==> src/rtl/lcd_pkg.sv <==
// Shared constants and types for the LCD framebuffer writer.
// Word index arithmetic lives here so every user agrees on the layout.
package lcd_pkg;

    localparam logic [7:0] LCD_W             = 8'd160;
    localparam logic [7:0] LCD_H             = 8'd144;
    localparam logic [4:0] FB_WORDS_PER_LINE = 5'd20;

    typedef struct packed {
        logic [12:0] addr;
        logic [15:0] data;
    } fb_word_t;

    // y*20 + word column, built from shifts; the largest result is 2879
    function automatic logic [11:0] word_index(input logic [7:0] y, input logic [4:0] xw);
        logic [11:0] yw;
        yw = {4'd0, y};
        return (yw << 4) + (yw << 2) + {7'd0, xw};
    endfunction

endpackage

==> src/rtl/sync_fifo.sv <==
// Synchronous FIFO with registered storage and a combinational head.
// A push into a full FIFO is accepted when a pop happens in the same cycle.
module sync_fifo #(
    parameter int WIDTH = 8,
    parameter int DEPTH = 4
) (
    input  logic             clk,
    input  logic             rst,
    input  logic             i_push,
    input  logic             i_pop,
    input  logic [WIDTH-1:0] i_din,
    output logic [WIDTH-1:0] o_dout,
    output logic             o_full,
    output logic             o_empty
);

    localparam int AW = $clog2(DEPTH);
    localparam int CW = AW + 1;

    logic [WIDTH-1:0] r_mem [DEPTH];
    logic [AW-1:0]    r_wr_ptr;
    logic [AW-1:0]    r_rd_ptr;
    logic [CW-1:0]    r_count;
    logic             w_do_push;
    logic             w_do_pop;

    assign o_full    = (r_count == CW'(DEPTH));
    assign o_empty   = (r_count == '0);
    assign w_do_pop  = i_pop && !o_empty;
    assign w_do_push = i_push && (!o_full || w_do_pop);
    assign o_dout    = r_mem[r_rd_ptr];

    always_ff @(posedge clk) begin
        if (w_do_push) begin
            r_mem[r_wr_ptr] <= i_din;
        end
    end

    always_ff @(posedge clk) begin
        if (rst) begin
            r_wr_ptr <= '0;
            r_rd_ptr <= '0;
            r_count  <= '0;
        end else begin
            if (w_do_push) begin
                r_wr_ptr <= r_wr_ptr + 1'b1;
            end
            if (w_do_pop) begin
                r_rd_ptr <= r_rd_ptr + 1'b1;
            end
            case ({w_do_push, w_do_pop})
                2'b10:   r_count <= r_count + 1'b1;
                2'b01:   r_count <= r_count - 1'b1;
                default: r_count <= r_count;
            endcase
        end
    end

endmodule

==> src/rtl/lcd_fb_writer.sv <==
// Palettes PPU pixels, packs 8 shades per word and queues framebuffer writes
// into a double-buffered 160x144 2bpp framebuffer.
module lcd_fb_writer
    import lcd_pkg::*;
#(
    parameter int FIFO_DEPTH = 4
) (
    input  logic        clk,
    input  logic        rst,
    input  logic        lcd_pixel,
    input  logic [1:0]  lcd_color,
    input  logic        lcd_hsync,
    input  logic        lcd_vsync,
    input  logic [7:0]  bgp,
    output logic        fb_wr_valid,
    input  logic        fb_wr_ready,
    output logic [12:0] fb_addr,
    output logic [15:0] fb_data,
    output logic        display_bank,
    output logic        frame_done,
    output logic        overflow
);

    logic        r_hs_prev;
    logic        r_vs_prev;
    logic [7:0]  r_x;
    logic [7:0]  r_y;
    logic [2:0]  r_group;
    logic [13:0] r_pack;
    logic        r_write_bank;
    logic        r_frame_done;
    logic        r_overflow;

    logic        w_hs_rise;
    logic        w_vs_rise;
    logic        w_accept;
    logic        w_word_done;
    logic        w_push;
    logic        w_pop;
    logic        w_full;
    logic        w_empty;
    logic [1:0]  w_shade;
    fb_word_t    w_push_word;
    fb_word_t    w_head;
    logic [$bits(fb_word_t)-1:0] w_dout;

    assign w_hs_rise   = lcd_hsync && !r_hs_prev;
    assign w_vs_rise   = lcd_vsync && !r_vs_prev;
    assign w_accept    = lcd_pixel && (r_x < LCD_W) && (r_y < LCD_H) && !w_hs_rise && !w_vs_rise;
    assign w_word_done = w_accept && (r_group == 3'd7);
    assign w_pop       = fb_wr_valid && fb_wr_ready;
    assign w_push      = w_word_done && (!w_full || w_pop);

    always_comb begin
        w_shade = bgp[1:0];
        case (lcd_color)
            2'd0:    w_shade = bgp[1:0];
            2'd1:    w_shade = bgp[3:2];
            2'd2:    w_shade = bgp[5:4];
            default: w_shade = bgp[7:6];
        endcase
    end

    // Only 7 earlier shades are kept; the 8th comes straight from this cycle
    assign w_push_word.addr = {r_write_bank, word_index(r_y, r_x[7:3])};
    assign w_push_word.data = {r_pack, w_shade};

    always_ff @(posedge clk) begin
        if (rst) begin
            r_hs_prev <= 1'b1;
            r_vs_prev <= 1'b1;
        end else begin
            r_hs_prev <= lcd_hsync;
            r_vs_prev <= lcd_vsync;
        end
    end

    // The packer is never cleared: a fresh group overwrites all 14 bits first
    always_ff @(posedge clk) begin
        if (rst) begin
            r_x          <= '0;
            r_y          <= '0;
            r_group      <= '0;
            r_pack       <= '0;
            r_write_bank <= 1'b0;
            r_frame_done <= 1'b0;
            r_overflow   <= 1'b0;
        end else begin
            r_frame_done <= w_vs_rise;
            if (w_word_done && !w_push) begin
                r_overflow <= 1'b1;
            end
            if (w_vs_rise) begin
                r_x          <= '0;
                r_y          <= '0;
                r_group      <= '0;
                r_write_bank <= ~r_write_bank;
            end else if (w_hs_rise) begin
                r_x     <= '0;
                r_group <= '0;
                if (r_y < LCD_H) begin
                    r_y <= r_y + 8'd1;
                end
            end else if (w_accept) begin
                r_x     <= r_x + 8'd1;
                r_group <= r_group + 3'd1;
                r_pack  <= {r_pack[11:0], w_shade};
            end
        end
    end

    sync_fifo #(
        .WIDTH ($bits(fb_word_t)),
        .DEPTH (FIFO_DEPTH)
    ) u_fifo (
        .clk     (clk),
        .rst     (rst),
        .i_push  (w_push),
        .i_pop   (w_pop),
        .i_din   (w_push_word),
        .o_dout  (w_dout),
        .o_full  (w_full),
        .o_empty (w_empty)
    );

    assign w_head       = w_dout;
    assign fb_wr_valid  = !w_empty;
    assign fb_addr      = w_empty ? '0 : w_head.addr;
    assign fb_data      = w_empty ? '0 : w_head.data;
    assign display_bank = ~r_write_bank;
    assign frame_done   = r_frame_done;
    assign overflow     = r_overflow;

endmodule

==> config.mk <==
export PLATFORM = sky130hd
export DESIGN_NAME = lcd_fb_writer
export DESIGN_NICKNAME = d
export VERILOG_FILES = /design/src/rtl/lcd_pkg.sv /design/src/rtl/sync_fifo.sv /design/src/rtl/lcd_fb_writer.sv
export SDC_FILE = /design/constraint.sdc
export NUM_CORES = 1
export LEC_CHECK = 0
export ABC_AREA = 1
export CAP_MARGIN = 20
export CORE_ASPECT_RATIO = 0.8
export CORE_UTILIZATION = 50
export DETAILED_ROUTE_END_ITERATION = 8
export DONT_BUFFER_PORTS = 1
export PLACE_DENSITY = 0.64
export SLEW_MARGIN = 15
export SYNTH_ARGS = -nofsm -noshare
export SYNTH_HDL_FRONTEND = slang
export SYNTH_SLANG_ARGS = --single-unit
==> constraint.sdc <==
create_clock -name clk -period 3.3 [get_ports clk]
set_input_delay 0.66 -clock clk [delete_from_list [all_inputs] [get_ports clk]]
set_output_delay 0.66 -clock clk [all_outputs]
set_load 0.03 [all_outputs]
# --- After elaboration in Yosys (flattened, before gate mapping) ---
# Memory sizes are Yosys's and may differ from the RTL's. A register that Yosys moved wholly into a read port is not among the register bits.
# Index checks and enable logic that the tools add are counted.
word_totals:
  reg_bits: 45
  ramBits: 116
  inputBits: 16
  out_inout_bits: 33
  n_memories: 1
mem_list:
  columns: ["memory", "depth", "word_bits", "rd", "rd_ports_with_merged_regs", "wr", "line", "rtl"]
  rows:
  - ["u_fifo.r_mem", 4, 29, 1, 1, 1, "sync_fifo.sv:20", "logic [WIDTH-1:0] r_mem [DEPTH];"]
classes:
  addsub: 9
  magnitude_cmp: 2
  n_eq_ne: 6
  n_mux: 8
  n_bitwise: 3
  reduce_logical: 28
ops:
  columns: ["operator", "count"]
  rows:
  - ["8-bit by 1-bit adder with 8-bit output, second input constant", 2]
  - ["8-bit less-than comparator, second input constant", 2]
  - ["16-bit 2-to-1 mux", 1]
  - ["13-bit 2-to-1 mux", 1]
  - ["12-bit by 10-bit adder with 12-bit output", 1]
  - ["12-bit by 5-bit adder with 12-bit output", 1]
  - ["1-bit logical AND", 12]
  - ["1-bit logical NOT", 7]
  - ["3-bit by 1-bit adder with 3-bit output, second input constant", 2]
  - ["3-bit == test, second input constant", 2]
  - ["2-bit one-hot mux with 3 select lines", 1]
  - ["3-bit one-hot mux with 2 select lines", 1]
  - ["2-bit by 1-bit adder with 2-bit output, second input constant", 2]
  - ["2-bit by 1-bit == test with 1-bit output, second input constant", 2]
  - ["2-bit == test, second input constant", 2]
  - ["2-bit 2-to-1 mux", 2]
  - ["3-bit logical NOT", 1]
  - ["1-bit inverter", 3]
  - ["3-bit AND reduction", 1]
  - ["3-bit OR reduction", 1]
  - ["3-bit by 1-bit subtractor with 3-bit output, second input constant", 1]
  - ["2-bit logical NOT", 1]
  - ["1-bit logical OR", 2]
  - ["1-bit 2-to-1 mux", 2]
  - ["other kinds (3)", 3]

# --- Longest topological paths before layout ---
depth:
  word_depth: 10
  mapped_depth: 14
  mapped_depth_nobuf: 14

# --- Hierarchy ---
# From an unflattened synthesis, not the netlist that was laid out.
unflattened:
  hier_cells: 703
  area_unflattened_um2: 7153.1
modules_own_cells:
  columns: ["module", "n_inst", "cells_per_inst", "area_per_inst_um2", "seq_area_each_um2"]
  rows:
  - ["sync_fifo", 1, 345, 4764.6, 3663.5]
  - ["lcd_fb_writer", 1, 358, 2388.5, 760.7]

# --- Worst setup path after synthesis ---
# Ideal clock, no wire load.
synth_timing:
  kind: "input port to flip-flop"
  start: "input lcd_vsync"
  end: "memory u_fifo.r_mem[1][0] (netlist bit) (enable)"
  setup_time_ns: 0.415
  arrival_time_ns: 2.582
  setup_slack_ns: 0.303
  stages: 7
  n_path_buf: 0
  path_cell_list: "nand2_1 -> nand2_1 -> nor2_4 -> nand3_4 -> nor3_2 -> inv_2 -> nor2_1"
synth_via:
  elab_chain_cells: 8
synth_lines:
  columns: ["element", "line", "rtl"]
  rows:
  - ["start, declared", "lcd_fb_writer.sv:13", "input logic lcd_vsync,"]
  - ["1-bit logical AND", "lcd_fb_writer.sv:48", "assign w_vs_rise = lcd_vsync && !r_vs_prev;"]
  - ["1-bit logical NOT", "lcd_fb_writer.sv:49", "assign w_accept = lcd_pixel && (r_x < LCD_W) && (r_y < LCD_H) && !w_hs_rise && !w_vs_rise;"]
  - ["1-bit logical AND", "lcd_fb_writer.sv:49", null]
  - ["1-bit logical AND", "lcd_fb_writer.sv:50", "assign w_word_done = w_accept && (r_group == 3'd7);"]
  - ["1-bit logical AND", "lcd_fb_writer.sv:52", "assign w_push = w_word_done && (!w_full || w_pop);"]
  - ["1-bit logical AND", "sync_fifo.sv:30", "assign w_do_push = i_push && (!o_full || w_do_pop);"]
  - ["1-bit 2-to-1 mux", "sync_fifo.sv:34", "if (w_do_push) begin"]
  - ["1-bit 2-to-1 mux (implied by the code)", "sync_fifo.sv:35", "r_mem[r_wr_ptr] <= i_din;"]
  - ["end, declared", "sync_fifo.sv:20", null]
# No other way between the ends.

==> results.json <==
{
  "final_area_sq_um": 7960,
  "synth-seq-area-share": 0.633,
  "hpwl_mm": 8.44,
  "first_pass_iters": 4,
  "synth.net_count": 719,
  "hold_depth": 1,
  "antenna_found_initial": 0,
  "num_rows": 38,
  "cts_tree": "yes",
  "cts_made_buffers": 17,
  "rsz0062_at_grt": "no",
  "routed_via_density": 5.32,
  "synthXorXnorAreaFrac": 0.0150,
  "maxCapViolCount": 0,
  "cts.clk_slew.worst_paths_ns": 0.06,
  "ctsHoldBuffers": 0,
  "final_nets": 751,
  "drt_iter0_markers": 280,
  "fp.dieH_um": 108,
  "hold_viol": 0,
  "drcViolationCount": 0,
  "pin_count": 49,
  "cp_data_required_time_ns": 2.64,
  "drtAntennaViolNets": 0,
  "synth_compound_area_frac": 0.105,
  "yosys.area_share.simple": 0.150,
  "p_per_area_nw_per_um2": 518,
  "reg2reg_depth": 12,
  "route.vias.total": 4797,
  "track_usage": 0.206,
  "ctsResizeCount": 0,
  "grt_max_degree": 33,
  "slew_headroom": 0.616,
  "worst_setup_path_end_kind": "primary output",
  "synth-seq-cells": 163,
  "die_w_um": 134,
  "grt_pass1_vias": 4525,
  "p_leak_nw": 3.04,
  "synth_cell_types": 33,
  "synthTopCellsByArea": "edfxtp_1 50%, dfxtp_1 13%, nor2_1 8.1%, a21oi_1 5.1%, o21ai_0 4.7%",
  "synthMuxAreaShare": 0,
  "fmax_mhz": 366,
  "start_kind": "flip-flop",
  "syn2layout_area_growth_pct": 13.9,
  "cp.arrival_ns": 2.07,
  "path_class": "flip-flop to primary output",
  "synth_top_area_share": 0.498,
  "setup_viol": 0,
  "synth_largest_area_cell": "edfxtp_1",
  "die_area_sq_um": 14500,
  "finalSetupTns_ns": 0,
  "period_minus_slack_ns": 2.73,
  "dpl_cell_area_sq_um": 7380,
  "synth-adder-area-share": 0.0516,
  "tightest_slew_ns": 0.575,
  "synthCells": 676,
  "cts_setup_buffers": 0,
  "cts_root_buf": "clkbuf_16",
  "routed_wl_mm": 14.2,
  "peakVddDrop_mv": 0.377,
  "status": "finished clean",
  "slew_viol_final": 0,
  "cts_buffer_depth": 2,
  "clock_latency_ns": 0.42,
  "grt_remaining_overflow": 0,
  "avgSynthCellArea_sq_um": 10.3,
  "grt_pass1_wl_mm": 22.5,
  "syn-cell-area_sq_um": 6990,
  "ys.warnings.count": 0,
  "clock_skew_ns": 0.0114,
  "wl_per_cell_um": 15.7,
  "gp_congestion": 0.817,
  "num_antenna_cells": 0,
  "io_buffers": 0,
  "ff2ff_setup_slack_ns": 0.80,
  "core_sq_um": 13600,
  "finalCritPeriodShare": 0.827,
  "hp-class": "input port to flip-flop",
  "synth_top_family_by_area": "simple AND/OR/NAND/NOR gates",
  "initial_core_util": 0.514,
  "htreeDepth": 4,
  "numClockSinks": 163,
  "drive_gt1_frac": 0.129,
  "cp_max_fo": 26
}
state kept, by name, indices dropped and copies added, names as in the netlist, named ones only:
name and cells:
r_write_bank 1, r_y 8, u_fifo.r_rd_ptr 2, u_fifo.r_wr_ptr 2, u_fifo.r_count 3, r_group 3
r_hs_prev 1, r_vs_prev 1, u_fifo.r_mem 116, frame_done 1, r_pack 14, r_x 8
overflow 1
report_power, final:
| group | switching [mW] | internal [mW] | total [mW] |
|---|---|---|---|
| clock | 0.818 | 1.04 | 1.86 |
| sequential | 0.0120 | 2.18 | 2.20 |
| combinational | 0.0487 | 0.0200 | 0.0687 |
worst max-delay path, cell delays in order (launching register included):
cell and delay [ns]:
dfxtp_2 0.59, buf_4 0.38, nor2_1 0.08, nor2_1 0.09, o21ai_0 0.10, a21oi_1 0.21
buf_4 0.19
metrics by stage:
stage	util	hold slack, ns	worst slack, ns	power (mW)	cells
2_1_floorplan	-	0.437	0.303	2.30	676
3_3_place_gp	0.543	0.449	0.797	2.31	868
3_5_place_dp	0.543	0.464	0.625	2.31	868
4_1_cts	0.584	0.288	0.489	4.14	900
5_1_grt	0.585	0.285	0.420	4.25	901
6_report	0.585	0.305	0.570	4.12	901
logic make-up (layout without fill, tap and decap cells):
kind of cell	count (synthesis)	count (layout)
and+or+nand+nor	255	255
DFF	163	163
AOI/OAI and AO/OA	146	146
buffers and inverters	73	118
adders and majority gates	27	27
xor gates and xnor gates	12	12
area by class of cell:
class | instances | area [sq um]
fill | 1161 | 5640
sequential | 163 | 4430
multi-input combinational | 440 | 2260
clock buffer | 20 | 468
timing repair buffer | 41 | 315
tap | 180 | 225
inverter | 45 | 171
clock inverter | 12 | 91.3
Yosys cell counts (all sizes together):
master,number
fa,3
inv,45
nand3b,1
edfxtp,116
nand4,4
a21oi,71
a31oi,2
dfxtp,47
o21bai,1
nor2,153
nand3,16
xnor2,3
or2,4
buf,16
nand2,73
xor2,9
ha,24
clkbuf,12
nor3,4
o21ai,72
placed cells by master, fill, tap and decap left out, types with 3 or more instances in the layout:
cell	synthesis	layout
o21ai_1	6	6
inv_2	4	4
nor2_1	150	145
xor2_1	9	9
edfxtp_1	116	116
dfxtp_1	47	46
inv_4	1	4
nand3_1	15	15
nand4_1	4	4
xnor2_1	3	3
ha_1	24	24
nand2_1	71	71
inv_6	0	3
o21ai_0	66	66
fa_1	3	3
inv_1	40	40
nor2_2	2	7
a21oi_1	71	71
buf_4	5	40
clkbuf_16	0	18
per-layer routing:
layer	up-vias	wire length [um]	track usage
met3	12	563	0.0424
met1	2320	6610	0.266
met2	99	6850	0.346
met5	-	0	0
li1	2366	-	-
met4	0	140	0.0674
path summary, 6_finish.rpt:
path	end	start
setup reg to reg	u_fifo.r_count[2]	u_fifo.r_count[1]
setup / recovery	fb_data[11]	flip-flop
hold / removal	r_pack[4]	rst
hold reg to reg	r_group[1]	r_group[1]
No activity file was read; power rests on OpenSTA's default activity.
